<file path="src/rtl/mul_div_unit.sv">
// rtl/mul_div_unit.sv - iterative RV32M multiply/divide unit
//
// Purpose: shift-add multiplier and restoring divider, one bit per cycle,
// sitting after the register unit. Result and rd tag feed the register
// write port; done is the write strobe.
//
// Ports:
//   clk, rst_n            clock (posedge), asynchronous active-low reset
//   start                 request, sampled only while busy=0
//   funct3                RV32M op select (MUL..REMU)
//   rs1_data, rs2_data    operand A (dividend/multiplicand), operand B
//   rd_in                 destination tag, latched with the operands
//   busy                  operation in flight (CALC, SIGN, DONE)
//   done                  one-cycle completion pulse
//   result, rd_out        held until the next accepted start
module mul_div_unit #(
  parameter int XLEN = 32
) (
  input  logic            clk,
  input  logic            rst_n,
  input  logic            start,
  input  logic [2:0]      funct3,
  input  logic [XLEN-1:0] rs1_data,
  input  logic [XLEN-1:0] rs2_data,
  input  logic [4:0]      rd_in,
  output logic            busy,
  output logic            done,
  output logic [XLEN-1:0] result,
  output logic [4:0]      rd_out
);

  localparam int CW = $clog2(XLEN);

  typedef enum logic [1:0] {S_IDLE, S_CALC, S_SIGN, S_DONE} state_t;

  state_t state_q, state_d;

  // hi_q/lo_q hold the running product for multiplies and the
  // remainder/quotient pair for divides; m_q is the multiplicand or divisor.
  logic [XLEN-1:0] hi_q, lo_q, m_q;
  logic [CW-1:0]   count_q;
  logic            is_div_q, neg_q, sel_hi_q;

  // Request decode, evaluated on the raw inputs in IDLE.
  logic            is_div_in, a_sgn_in, b_sgn_in, a_neg_in, b_neg_in;
  logic            neg_in, sel_hi_in;
  logic [XLEN-1:0] a_mag_in, b_mag_in;
  logic            div_zero, div_ovf, mul_zero, special;
  logic [XLEN-1:0] special_val;

  always_comb begin
    is_div_in = funct3[2];
    a_sgn_in  = is_div_in ? ~funct3[0] : (funct3[1:0] != 2'b11);
    b_sgn_in  = is_div_in ? ~funct3[0] : ~funct3[1];
    a_neg_in  = a_sgn_in & rs1_data[XLEN-1];
    b_neg_in  = b_sgn_in & rs2_data[XLEN-1];
    a_mag_in  = a_neg_in ? -rs1_data : rs1_data;
    b_mag_in  = b_neg_in ? -rs2_data : rs2_data;
    // Remainder follows the dividend sign; everything else follows sign xor.
    neg_in    = (is_div_in & funct3[1]) ? a_neg_in : (a_neg_in ^ b_neg_in);
    // High half for MULH*, remainder for REM*.
    sel_hi_in = is_div_in ? funct3[1] : (funct3[1:0] != 2'b00);

    div_zero  = is_div_in & (rs2_data == '0);
    div_ovf   = is_div_in & ~funct3[0] &
                (rs1_data == {1'b1, {(XLEN-1){1'b0}}}) & (rs2_data == '1);
    mul_zero  = ~is_div_in & ((rs1_data == '0) | (rs2_data == '0));
    special   = div_zero | div_ovf | mul_zero;

    special_val = '0;
    if (div_zero)
      special_val = funct3[1] ? rs1_data : '1;
    else if (div_ovf)
      special_val = funct3[1] ? '0 : rs1_data;
  end

  // One iteration step.
  logic [XLEN:0]   mul_sum, div_tmp, div_diff;
  logic [XLEN-1:0] hi_n, lo_n;

  always_comb begin
    mul_sum  = {1'b0, hi_q} + (lo_q[0] ? {1'b0, m_q} : '0);
    div_tmp  = {hi_q, lo_q[XLEN-1]};
    div_diff = div_tmp - {1'b0, m_q};
    if (is_div_q) begin
      // Partial remainder stays below the divisor, so the top bit of the
      // difference is a pure borrow flag.
      if (!div_diff[XLEN]) begin
        hi_n = div_diff[XLEN-1:0];
        lo_n = {lo_q[XLEN-2:0], 1'b1};
      end else begin
        hi_n = div_tmp[XLEN-1:0];
        lo_n = {lo_q[XLEN-2:0], 1'b0};
      end
    end else begin
      hi_n = mul_sum[XLEN:1];
      lo_n = {mul_sum[0], lo_q[XLEN-1:1]};
    end
  end

  // Sign correction and result selection.
  logic [2*XLEN-1:0] prod_s;
  logic [XLEN-1:0]   res_hi, res_lo, final_val;

  always_comb begin
    prod_s = neg_q ? -{hi_q, lo_q} : {hi_q, lo_q};
    if (is_div_q) begin
      res_hi = neg_q ? -hi_q : hi_q;
      res_lo = neg_q ? -lo_q : lo_q;
    end else begin
      res_hi = prod_s[2*XLEN-1:XLEN];
      res_lo = prod_s[XLEN-1:0];
    end
    final_val = sel_hi_q ? res_hi : res_lo;
  end

  // FSM: state register.
  always_ff @(posedge clk or negedge rst_n) begin
    if (!rst_n) state_q <= S_IDLE;
    else        state_q <= state_d;
  end

  // FSM: next state.
  always_comb begin
    state_d = state_q;
    case (state_q)
      S_IDLE: if (start) state_d = special ? S_DONE : S_CALC;
      S_CALC: if (count_q == CW'(XLEN-1)) state_d = S_SIGN;
      S_SIGN: state_d = S_DONE;
      S_DONE: state_d = S_IDLE;
      default: state_d = S_IDLE;
    endcase
  end

  // FSM: outputs.
  always_comb begin
    busy = (state_q != S_IDLE);
    done = (state_q == S_DONE);
  end

  // Datapath registers.
  always_ff @(posedge clk or negedge rst_n) begin
    if (!rst_n) begin
      hi_q     <= '0;
      lo_q     <= '0;
      m_q      <= '0;
      count_q  <= '0;
      is_div_q <= 1'b0;
      neg_q    <= 1'b0;
      sel_hi_q <= 1'b0;
      result   <= '0;
      rd_out   <= '0;
    end else begin
      case (state_q)
        S_IDLE: begin
          if (start) begin
            rd_out   <= rd_in;
            count_q  <= '0;
            is_div_q <= is_div_in;
            neg_q    <= neg_in;
            sel_hi_q <= sel_hi_in;
            if (special) begin
              result <= special_val;
            end else begin
              hi_q <= '0;
              lo_q <= is_div_in ? a_mag_in : b_mag_in;
              m_q  <= is_div_in ? b_mag_in : a_mag_in;
            end
          end
        end
        S_CALC: begin
          hi_q    <= hi_n;
          lo_q    <= lo_n;
          count_q <= count_q + 1'b1;
        end
        S_SIGN: result <= final_val;
        default: ;
      endcase
    end
  end

endmodule

</file>
<file path="config.mk">
export PLATFORM = sky130hd
export DESIGN_NAME = mul_div_unit
export DESIGN_NICKNAME = d
export VERILOG_FILES = /design/src/rtl/mul_div_unit.sv
export SDC_FILE = /design/constraint.sdc
export NUM_CORES = 1
export LEC_CHECK = 0
export BUFFER_PORTS_ARGS = -buffer_cell sky130_fd_sc_hd__buf_2
export CORE_ASPECT_RATIO = 2
export CORE_MARGIN = 8
export CORE_UTILIZATION = 55
export CTS_CLUSTER_DIAMETER = 30
export DETAILED_ROUTE_END_ITERATION = 6
export PLACE_DENSITY_LB_ADDON = 0.2
export SLEW_MARGIN = 20
export SYNTH_ARGS = -nofsm -noshare
export SYNTH_HDL_FRONTEND = slang
export SYNTH_SLANG_ARGS = --single-unit
</file>
<file path="constraint.sdc">
create_clock -name clk -period 9.71 [get_ports clk]
set_clock_uncertainty 0.1 [all_clocks]
set_input_delay 2.913 -clock clk [delete_from_list [all_inputs] [get_ports clk]]
set_output_delay 2.913 -clock clk [all_outputs]
set_load 0.05 [all_outputs]
</file>
==> report_table.html <==
<table>
<tr><th>Metric</th><th>Value</th></tr>
<tr><th colspan="2">Synth</th></tr>
<tr><td>Cell taking the most area after synthesis</td><td>dfrtp_1</td></tr>
<tr><td>Number of distinct library cells after synthesis</td><td>77</td></tr>
<tr><td>Synthesized area per cell</td><td>7.607 sq um</td></tr>
<tr><td>Synth area leaders</td><td>dfrtp_1 25%, o21ai_0 6.8%, ha_1 6.6%</td></tr>
<tr><td>Area fraction of the dominant cell type after synthesis</td><td>25.13%</td></tr>
<tr><td>Cell area after technology mapping</td><td>14240 sq um</td></tr>
<tr><td>Yosys warns</td><td>0</td></tr>
<tr><td>Top FF cell, synth</td><td>dfrtp_1</td></tr>
<tr><td>Portion of the post-synthesis area used by sequential elements</td><td>25.13%</td></tr>
<tr><td>Post-synthesis cell count</td><td>1872</td></tr>
<tr><td>Post-synthesis sequential element count</td><td>143</td></tr>
<tr><td>Async set or reset register ratio after synthesis</td><td>100.0%</td></tr>
<tr><td>Number of synthesized flops with an enable pin</td><td>0</td></tr>
<tr><td>Post-synthesis net count</td><td>2024</td></tr>
<tr><th colspan="2">STA</th></tr>
<tr><td>Tcrit/Tclk final</td><td>69.83%</td></tr>
<tr><td>Final setup viols</td><td>0</td></tr>
<tr><td>Max-slew violations</td><td>0</td></tr>
<tr><td>Setup TNS after final layout</td><td>0 ns</td></tr>
<tr><td>Final min period</td><td>6.781 ns</td></tr>
<tr><td>Setup repair after global routing missed its margin</td><td>false</td></tr>
<tr><td>Worst slew slack as a fraction of its limit</td><td>24.39%</td></tr>
<tr><td>Max Fclk</td><td>0.1475 GHz</td></tr>
<tr><td>Final Hold Fails</td><td>0</td></tr>
<tr><td>Worst Hold Margin</td><td>0.3835 ns</td></tr>
<tr><td>Worst Tran Pin Value</td><td>1.134 ns</td></tr>
<tr><th colspan="2">Setup path</th></tr>
<tr><td>CP top delay family</td><td>simple AND/OR/NAND/NOR gates</td></tr>
<tr><td>End of the worst register-to-register path</td><td>hi_q[26]</td></tr>
<tr><td>Setup Crit Path Kind</td><td>input pin to flip-flop</td></tr>
<tr><td>Length in cells of the worst reg-to-reg path</td><td>12</td></tr>
<tr><td>Peak fanout along the critical path</td><td>30</td></tr>
<tr><td>Worst r2r src</td><td>lo_q[31]</td></tr>
<tr><td>Critical Path Sink Type</td><td>flip-flop</td></tr>
<tr><td>Standard cell with the maximum stage delay on the critical path</td><td>nor4_1</td></tr>
<tr><td>Critical path, cell by cell</td><td>buf_2 -&gt; inv_1 -&gt; ha_1 -&gt; or3b_2 -&gt; nor4_1 -&gt; nand3_1 -&gt; o21ai_0 -&gt; a31o_2 -&gt; nand2_1 -&gt; a211o_1 -&gt; nand3_1</td></tr>
<tr><td>Count of buffering cells on the critical path with inverters included</td><td>2</td></tr>
<tr><td>Launching element type of the critical path</td><td>input pin</td></tr>
<tr><td>Signal arrival time at the worst endpoint</td><td>7.05 ns</td></tr>
<tr><td>Critical Path RT</td><td>9.98 ns</td></tr>
<tr><td>Crit-path most repeated cell</td><td>nand3_1</td></tr>
<tr><td>FF-to-FF setup slack</td><td>4.87 ns</td></tr>
<tr><td>Worst stage delay on the critical path</td><td>0.86 ns</td></tr>
<tr><th colspan="2">Place</th></tr>
<tr><td>Final HPWL DP</td><td>37.33 mm</td></tr>
<tr><td>GP Congestion</td><td>0.9301</td></tr>
<tr><td>Buffers on Ports</td><td>113</td></tr>
<tr><td>Area after detailed placement</td><td>14990 sq um</td></tr>
<tr><th colspan="2">Global routing</th></tr>
<tr><td>Pin count of the biggest net entering global routing</td><td>80</td></tr>
<tr><td>First-pass GRT wire length</td><td>75.69 mm</td></tr>
<tr><td>Number of antenna violations at the first check in global routing</td><td>0</td></tr>
<tr><td>Total gr overflow</td><td>0</td></tr>
<tr><td>Number of global-route vias before repair</td><td>14300</td></tr>
<tr><td>GRT Util Overall</td><td>30.74%</td></tr>
<tr><th colspan="2">Cells and area</th></tr>
<tr><td>Most used cells in the layout excluding fill and tap cells</td><td>224 x nor2_1, 194 x o21ai_0, 175 x a21oi_1, 158 x nand2_1, 141 x dfrtp_1</td></tr>
<tr><td>Final nets</td><td>2058</td></tr>
<tr><td>Fraction of layout cells with a size suffix above 1</td><td>12.20%</td></tr>
<tr><td>Post-Layout Inst Area</td><td>15580 sq um</td></tr>
<tr><td>Most frequent standard cell in the layout excluding fill and tap cells</td><td>nor2_1</td></tr>
<tr><td>Area added between synthesis and finish</td><td>9.419%</td></tr>
<tr><td>Footprint of the multi-input gates</td><td>10040 sq um</td></tr>
<tr><td>Filler cells</td><td>2452</td></tr>
<tr><td>Diodes inserted</td><td>0</td></tr>
<tr><td>Storage element area</td><td>3581 sq um</td></tr>
<tr><td>Utilization of the core after routing</td><td>60.99%</td></tr>
<tr><th colspan="2">Route</th></tr>
<tr><td>First drt pass iteration count</td><td>5</td></tr>
<tr><td>Routed wire per std cell</td><td>21.15 um</td></tr>
<tr><td>1st-iter DRT viols</td><td>1107</td></tr>
<tr><td>DRC violations left</td><td>0</td></tr>
<tr><td>Remaining antenna violation count after routing</td><td>0</td></tr>
<tr><td>Via/cell ratio</td><td>6.364</td></tr>
<tr><td>Routed via count</td><td>14370</td></tr>
<tr><td>Post-detailed-routing wire length</td><td>47.76 mm</td></tr>
<tr><th colspan="2">Power</th></tr>
<tr><td>Leakage</td><td>6.593 nW</td></tr>
<tr><td>Post-route total power</td><td>5.476 mW</td></tr>
<tr><td>Power Density</td><td>351.4 nW/um^2</td></tr>
<tr><td>Worst-case vdd ir drop</td><td>0.0002524 V</td></tr>
<tr><th colspan="2">CTS</th></tr>
<tr><td>Buffer type at the clock tree root</td><td>clkbuf_16</td></tr>
<tr><td>Htree depth</td><td>4</td></tr>
<tr><td>Number of buffers created by CTS</td><td>17</td></tr>
<tr><td>Insertion delay of the later-clocked pin in the worst-skew pair</td><td>0.45 ns</td></tr>
<tr><td>Clock-pin slew on the worst setup and hold paths</td><td>0.06 ns</td></tr>
<tr><td>Maximum buffer depth of the clock tree</td><td>2</td></tr>
<tr><td>Hold_buf cts</td><td>0</td></tr>
<tr><td>Clock tree from TritonCTS</td><td>done</td></tr>
<tr><td>Setup repair bufs after CTS</td><td>0</td></tr>
<tr><td>Resize count post-CTS</td><td>0</td></tr>
<tr><td>Clock tree sinks</td><td>143</td></tr>
<tr><th colspan="2">Floorplanning</th></tr>
<tr><td>FP Rows</td><td>83</td></tr>
<tr><td>Initial Utilization</td><td>55.74%</td></tr>
<tr><td>Core region area</td><td>25550 sq um</td></tr>
<tr><td>Die boundary height</td><td>243.6 um</td></tr>
<tr><td>Number of ports placed on the die boundary</td><td>114</td></tr>
<tr><td>Floorplan die width</td><td>129.8 um</td></tr>
<tr><td>Overall die area</td><td>31610 sq um</td></tr>
<tr><th colspan="2">Hold path</th></tr>
<tr><td>Beginning of the worst hold path</td><td>m_q[31]</td></tr>
<tr><td>Min-Delay Endpoint</td><td>m_q[31]</td></tr>
<tr><td>Number of cells on the worst hold path</td><td>2</td></tr>
<tr><td>Class of the most critical hold timing path</td><td>flip-flop to flip-flop</td></tr>
<tr><th colspan="2">Run</th></tr>
<tr><td>Number of maximum-capacitance constraint violations</td><td>0</td></tr>
<tr><th colspan="2">Status</th></tr>
<tr><td>Status</td><td>complete, no violations</td></tr>
</table>
Yosys cell counts, types with 9 or more instances:
| cell | n |
|---|---|
| nor2_1 | 224 |
| o21ai_0 | 194 |
| a21oi_1 | 176 |
| nand2_1 | 159 |
| dfrtp_1 | 143 |
| clkbuf_1 | 100 |
| xnor2_1 | 88 |
| ha_1 | 75 |
| xor2_1 | 73 |
| inv_1 | 65 |
| mux2_2 | 36 |
| a211oi_1 | 32 |
| a31oi_1 | 31 |
| o31ai_1 | 31 |
| a21o_1 | 27 |
| nor3_1 | 26 |
| or3_1 | 25 |
| a22oi_1 | 22 |
| nand3_1 | 22 |
| mux2i_1 | 20 |
| o211ai_1 | 20 |
| nand2b_1 | 19 |
| o41ai_1 | 19 |
| nand4_1 | 18 |
| a211o_1 | 17 |
| or4_1 | 17 |
| and3_1 | 16 |
| and2_1 | 14 |
| buf_1 | 12 |
| o21a_1 | 12 |
| nor2b_1 | 10 |
| nor4_1 | 10 |
| or2_2 | 9 |
routing by layer:
layer	vias up	GRT usage [%]	wire [um]
li1	6894	-	-
met3	167	3.807	1996
met5	-	0	0
met2	492	53.07	24290
met1	6817	33.71	18060
met4	0	21.90	3407
worst reg2reg max path, delay by kind of cell, from the launching register on:
family	cells	cell delay, ns
compound gates	7	2.84
fa+ha+maj	2	0.70
flops	1	0.49
simple gates	2	0.45
buf+inv	1	0.20
cell type report:
cell class,count,share of cell area [%]
well taps,340,2.730
clock buffers,25,3.244
flip-flops and latches,143,22.98
clock inverters,6,0.5300
multi-input cells,1549,64.47
repair buffers,129,4.457
inverters,66,1.590
through the flow:
| step | setup slack [ns] | cells |
|---|---|---|
| 6_report | 2.929 | 2258 |
| 5_1_grt | 2.808 | 2258 |
| 4_1_cts | 2.990 | 2258 |
| 3_5_place_dp | 2.524 | 2227 |
| 3_3_place_gp | 2.586 | 2227 |
| 2_1_floorplan | 3.901 | 1872 |
registers in the layout, indices dropped and copies added (netlist names):
signal	cells
hi_q	32
lo_q	32
m_q	32
result	32
count_q	5
rd_out	5
state_q	2
is_div_q	1
neg_q	1
sel_hi_q	1
cells by family after synthesis:
| family | after synthesis | share of synthesized area [%] |
|---|---|---|
| flip-flops | 143 | 25.13 |
| multiplexers | 56 | 4.253 |
| adder cells (fa/ha/maj) | 77 | 6.871 |
| AND/OR/NAND/NOR | 591 | 19.66 |
| buffers and inverters | 180 | 4.806 |
| AO/OA/AOI/OAI | 664 | 29.37 |
| XOR/XNOR | 161 | 9.902 |
worst max path at each step:
stage                           start  slack [ns]  cells past startpoint          to
after floorplan           rs1_data[2]        3.90                      8    lo_q[27]
after global placement    rs2_data[0]        2.59                     11  result[17]
after detailed placement  rs2_data[0]        2.52                     11  result[17]
after CTS                 rs2_data[0]        2.99                     11  result[17]
after global routing      rs2_data[0]        2.81                     12    hi_q[31]
final                     rs2_data[0]        2.93                     11  result[17]
report_power, final:
part           total [mW]  switching [mW]  internal, mW
registers            1.22           0.361         0.858
clock network       0.672           0.262         0.410
logic                3.59            2.26          1.32
(Power assumes the default switching activity.)
